$ cat src/rtl/alu_issue.sv
// alu_issue: two-stage issue/execute front end for an external 8-bit ALU.
// Holds an 8x8 register file with r0 hardwired to zero.
// Optional feature: define ALU_ISSUE_FWD_EN to forward alu_result into a
// dependent instruction instead of stalling it for one cycle.
module alu_issue (
  input  logic       clk,
  input  logic       rst_n,
  input  logic       in_valid,
  output logic       in_ready,
  input  logic [3:0] in_op,
  input  logic [2:0] in_rd,
  input  logic [2:0] in_rs1,
  input  logic [2:0] in_rs2,
  input  logic       in_imm_en,
  input  logic [7:0] in_imm,
  output logic [7:0] alu_a,
  output logic [7:0] alu_b,
  output logic [3:0] alu_sel,
  input  logic [7:0] alu_result,
  input  logic       alu_zero,
  output logic       wb_valid,
  output logic [2:0] wb_rd,
  output logic [7:0] wb_data,
  output logic       wb_zero
);

  logic [7:0] rf [8];
  logic       ex_valid;
  logic [2:0] ex_rd;
  logic       hazard_a;
  logic       hazard_b;
  logic       accept;
  logic [7:0] op_a;
  logic [7:0] op_b;

  // RAW detection against the instruction currently in EX (r0 never hazards)
  always_comb begin
    hazard_a = ex_valid && (ex_rd != '0) && (in_rs1 == ex_rd);
    hazard_b = ex_valid && (ex_rd != '0) && !in_imm_en && (in_rs2 == ex_rd);
  end

`ifdef ALU_ISSUE_FWD_EN
  // Operand select with forwarding of the EX result; never stalls
  always_comb begin
    op_a     = hazard_a ? alu_result : rf[in_rs1];
    op_b     = in_imm_en ? in_imm : (hazard_b ? alu_result : rf[in_rs2]);
    in_ready = rst_n;
  end
`else
  // Operand select from the register file; a hazard costs one bubble cycle,
  // after which the EX result has been written back and is read normally
  always_comb begin
    op_a     = rf[in_rs1];
    op_b     = in_imm_en ? in_imm : rf[in_rs2];
    in_ready = rst_n && !(in_valid && (hazard_a || hazard_b));
  end
`endif

  // Handshake
  always_comb begin
    accept = in_valid && in_ready;
  end

  // Pipeline state: EX registers (alu_* double as EX operands) and writeback
  always_ff @(posedge clk) begin
    if (!rst_n) begin
      for (int unsigned i = 0; i < 8; i++) rf[i] <= '0;
      ex_valid <= 1'b0;
      ex_rd    <= '0;
      alu_a    <= '0;
      alu_b    <= '0;
      alu_sel  <= '0;
      wb_valid <= 1'b0;
      wb_rd    <= '0;
      wb_data  <= '0;
      wb_zero  <= 1'b0;
    end else begin
      ex_valid <= accept;
      if (accept) begin
        ex_rd   <= in_rd;
        alu_a   <= op_a;
        alu_b   <= op_b;
        alu_sel <= in_op;
      end
      wb_valid <= ex_valid;
      if (ex_valid) begin
        wb_rd   <= ex_rd;
        wb_data <= alu_result;
        wb_zero <= alu_zero;
        if (ex_rd != '0) rf[ex_rd] <= alu_result;
      end
    end
  end

endmodule

$ cat config.mk
export PLATFORM = sky130hd
export DESIGN_NAME = alu_issue
export DESIGN_NICKNAME = d
export VERILOG_FILES = /design/src/rtl/alu_issue.sv
export SDC_FILE = /design/constraint.sdc
export NUM_CORES = 1
export LEC_CHECK = 0
export CAP_MARGIN = 20
export CORE_ASPECT_RATIO = 1.25
export CORE_MARGIN = 1
export CORE_UTILIZATION = 59
export DETAILED_ROUTE_END_ITERATION = 6
export PLACE_DENSITY = 0.9
export SYNTH_ARGS = -nofsm -noshare
export SYNTH_HDL_FRONTEND = slang
export SYNTH_SLANG_ARGS = --single-unit
$ cat constraint.sdc
create_clock -name clk -period 3.34 [get_ports clk]
set_input_delay 0.835 -clock clk [delete_from_list [all_inputs] [get_ports clk]]
set_output_delay 0.835 -clock clk [all_outputs]
set_load 0.05 [all_outputs]
Yosys cells after proc, flatten, opt, wreduce, memory -nomap -nowiden
Memories as Yosys holds them, arrays and structs flattened. A register that Yosys moved wholly into a read port is not among the register bits. Cells that the tools add are included.

Mux-type cells: 9. Equality and inequality tests: 2. Reduce and logical (&&, ||, !) cells: 13.

Operators by type and width (number): 2-to-1 mux 8 bit (2); OR reduction 8 bit (1); logical AND 1 bit (7); equality test 3 bit (2); 2-to-1 mux 1 bit (6); logical NOT 1 bit (3); 2-to-1 mux 3 bit (1); nonzero test 3 bit (1); logical OR 1 bit (1).

Register bits after elaboration: 29. Output and inout bits: 34. Bits in writable memories: 64. Memories: 1. Input port bits: 34. Logic and storage cells: 33.

Memories: rf (depth 8, bits a word 8, rd ports 2, clocked after Yosys merged registers in 1, write ports 8, RTL line 27) `logic [7:0] rf [8];`.

Longest topological paths before layout
Depth in word-level cells: 9. Depth in mapped cells: 8. Gate-level depth less buffers: 5.

Worst setup path after synthesis
OpenSTA, ideal clock, no wires.

Path type: input -> output. Start point: input in_rs1[1]. End point: output in_ready. Required time: 2505 ps. Setup slack: -65 ps. Cell stages on the path: 7. Buffers on the path: 2. Arrival time: 2570 ps. Cells stage by stage: clkbuf_2 > xor2_1 > nor3_1 > o21ai_2 > buf_2 > inv_1 > a21oi_1.

Longest elaborated chain between the ends: 6.

RTL lines: start: declaration (RTL line 12) `input logic [2:0] in_rs1,`; equality test 3 bit (RTL line 38) `hazard_a = ex_valid && (ex_rd != '0) && (in_rs1 == ex_rd);`; logical AND 1 bit (RTL line 38); logical OR 1 bit (RTL line 55) `in_ready = rst_n && !(in_valid && (hazard_a || hazard_b));`; logical AND 1 bit (RTL line 55); logical NOT 1 bit (RTL line 55); logical AND 1 bit (RTL line 55); end: declaration (RTL line 9) `output logic in_ready,`.

Every way passes these cells.

Worst setup path in the final report
Start point: input in_rs2[2]. End point: output in_ready.

Longest elaborated chain between the ends: 6.

RTL lines: start: declaration (RTL line 13) `input logic [2:0] in_rs2,`; equality test 3 bit (RTL line 39) `hazard_b = ex_valid && (ex_rd != '0) && !in_imm_en && (in_rs2 == ex_rd);`; logical AND 1 bit (RTL line 39); logical OR 1 bit (RTL line 55); logical AND 1 bit (RTL line 55); logical NOT 1 bit (RTL line 55); logical AND 1 bit (RTL line 55).

Every way passes these cells.

==> impl_metrics.py <==
metrics = {
    "clock_tree": {
        "clock_sinks": 101,
        "clock_path_buffers": 2,
        "ctsResizeCount": 0,
        "clock-root-buffer": "clkbuf_8",
        "cts_setup_buffers": 0,
        "ctsHoldBuffers": 0,
        "cts_buffers": 9,
        "clk_latency_ps": 370,
        "cts_tree": "yes",
        "htreeDepth": 3,
        "clk_pin_slew_ps": 90,
    },
    "logic_synthesis": {
        "ys.flop_type": "edfxtp_1",
        "synth_commonest_cells": "edfxtp_1 (64), and2_1 (58), mux2i_1 (47)",
        "synth.avg_cell_area_sq_um": 12.9,
        "synth.yosys.seq_area_share_pct": 54.4,
        "syn_area_sq_um": 4900,
        "ys_types": 33,
        "async_flop_share_pct": 0,
        "synth_edf_count": 64,
        "netlist.area_leader.share_pct": 39.2,
        "synth_top_area_cell": "edfxtp_1",
        "synth_area_leaders": "edfxtp_1 (39%), dfxtp_1 (15%), mux4_2 (10%)",
        "netlist_instances": 380,
        "ys_warn_count": 0,
        "synth-seq-cells": 101,
        "yosysMostFrequentCell": "edfxtp_1",
    },
    "cells_and_area": {
        "register_area_sq_um": 2660,
        "nets": 492,
        "area_delta_synth_final_pct": 21.8,
        "n_antenna_cell": 0,
        "fillCellCount": 492,
        "fin_util_pct": 75.2,
        "drive_gt1_share_pct": 15.3,
        "multi_input_area_sq_um": 2100,
    },
    "placement": {
        "dpl.hpwl_mm": 8.36,
        "pre_cts_ws_ps": 294,
        "io_buffer_count": 67,
        "globalplace.congestion": 0.949,
    },
    "global_route": {
        "grt_pass1_wl_mm": 18.2,
        "grt_start_max_net_pins": 31,
        "antenna_found_initial": 0,
        "track_usage_pct": 27.7,
        "gr-total-overflow": 0,
        "first_global_vias": 3405,
    },
    "die": {
        "start_util_pct": 61.8,
        "die_h_microns": 104,
        "fp.dieW_microns": 83.5,
        "ios": 68,
        "fp.coreArea_sq_um": 7930,
        "rows": 36,
        "die_area_sq_um": 8670,
    },
    "sta": {
        "rsz0062_at_grt": "no",
        "setup_tns_ps": 0,
        "period_share_pct": 90.7,
        "finalMaxSlewViolations": 0,
        "fmax_ghz": 0.330,
        "hold_violations": 0,
        "max_slew_margin_pct": 65.2,
        "finClkSkew_ps": 12.2,
        "finalCriticalPeriod_ps": 3030,
        "finalSetupViolations": 0,
        "fin_ws_ps": 310,
        "worst_slew_pin_slew_ps": 521,
    },
    "pwr": {
        "p_per_area_nw_per_um2": 467,
        "power.leakage_nw": 2.31,
        "ir_drop_v": 0.000327,
    },
    "setup_path": {
        "crit_required_ps": 2500,
        "worstSetupStartpointType": "primary input",
        "crit_arrival_ps": 2200,
        "ff2ff_setup_slack_ps": 1290,
        "path_max_fanout": 2,
        "worstSetupEndpointType": "output port",
        "path_class": "in -> out",
    },
    "routing": {
        "drc": 0,
        "wl_per_cell_microns": 20.3,
        "vias": 3437,
        "vias_per_cell": 6.16,
        "antenna_left": 0,
        "first_pass_iters": 5,
        "drt_wl_total_mm": 11.3,
        "drt_first_iter_violations": 284,
    },
    "status": {
        "status": "completed",
    },
    "flow_run": {
        "cap_violations": 0,
    },
    "min_path": {
        "hold_path_class": "reg -> reg",
    },
}
## critical path, cell delays in order
cell             delay, ps
clkdlybuf4s50_1        550
xor2_1                 200
nor4_2                  80
o21ai_2                140
inv_1                   60
a21oi_2                180
buf_12                 150
## layout by cell type, fill, tap and decap left out, types with 2 or more instances in the layout
| cell type | count |
|---|---|
| nand2b_1 | 6 |
| nor2b_1 | 2 |
| o211a_1 | 3 |
| and3_1 | 3 |
| nor3_1 | 5 |
| edfxtp_1 | 64 |
| nand3_1 | 3 |
| o2111ai_1 | 3 |
| dfxtp_1 | 37 |
| clkbuf_8 | 9 |
| clkdlybuf4s50_1 | 66 |
| buf_4 | 20 |
| xor2_1 | 6 |
| inv_6 | 2 |
| clkbuf_1 | 2 |
| and2_1 | 58 |
| o21ai_0 | 3 |
| inv_1 | 4 |
| mux4_2 | 22 |
| nor2_1 | 16 |
| a22oi_1 | 10 |
| a211oi_2 | 10 |
| bufinv_16 | 2 |
| a21oi_1 | 12 |
| o22ai_1 | 6 |
| nand4_1 | 3 |
| nand2_1 | 24 |
| conb_1 | 8 |
| mux2i_1 | 47 |
## registers in the layout, summed over array words and instances, names as in the netlist
register,flops
ex_rd,3
wb_zero,1
alu_sel,4
wb_valid,1
wb_rd,3
rf,64
alu_a,8
ex_valid,1
alu_b,8
wb_data,8
## metrics by stage
| stage | cells | power [mW] | hold WS [ps] | cell area [sq um] |
|---|---|---|---|---|
| final | 558 | 2.79 | 464 | 5960 |
| after detailed placement | 542 | 1.91 | 455 | 5730 |
| after global routing | 558 | 2.88 | 479 | 5960 |
| after floorplan | 387 | 1.74 | 580 | 4930 |
| after global placement | 542 | 1.90 | 444 | 5730 |
| after CTS | 558 | 2.79 | 468 | 5960 |
## report_power, final
part / internal, mW / switching, mW / total, mW
sequential: 1.39 / 0.0440 / 1.43
clock: 0.474 / 0.425 / 0.899
combinational: 0.194 / 0.263 / 0.456
## layout make-up
| type | count | share of cell area, % |
|---|---|---|
| clock buffers | 12 | 2.62 |
| clock inverters | 4 | 1.30 |
| inverters | 4 | 0.252 |
| multi-input cells | 255 | 35.3 |
| flip-flops and latches | 101 | 44.6 |
| well taps | 95 | 1.99 |
| repair buffers | 87 | 13.9 |
## logic make-up after synthesis
| family | share of synthesized area (%) |
|---|---|
| xor+xnor | 1.07 |
| other cells | 0.0766 |
| buf+inv | 3.32 |
| mux | 19.7 |
| simple gates | 13.5 |
| flops | 54.4 |
| compound gates | 7.99 |
## final timing paths
check,cells past startpoint,startpoint,end
max,7,in_rs2[2],in_ready
min,2,alu_sel[3],alu_sel[3]
max reg2reg,7,ex_rd[1],ex_rd[0]
min reg2reg,2,alu_sel[3],alu_sel[3]
## per-layer routing
metal	global-route usage, %	routed length [microns]	vias up	share of wire, %
met1	35.6	4350	1642	38
met3	5.71	901	32	8.0
met2	46.1	5680	207	50
li1	-	-	1556	-
met4	11.0	386	0	3.4
met5	0	0	-	0
Note: power is estimated with default switching activity, not from simulation.
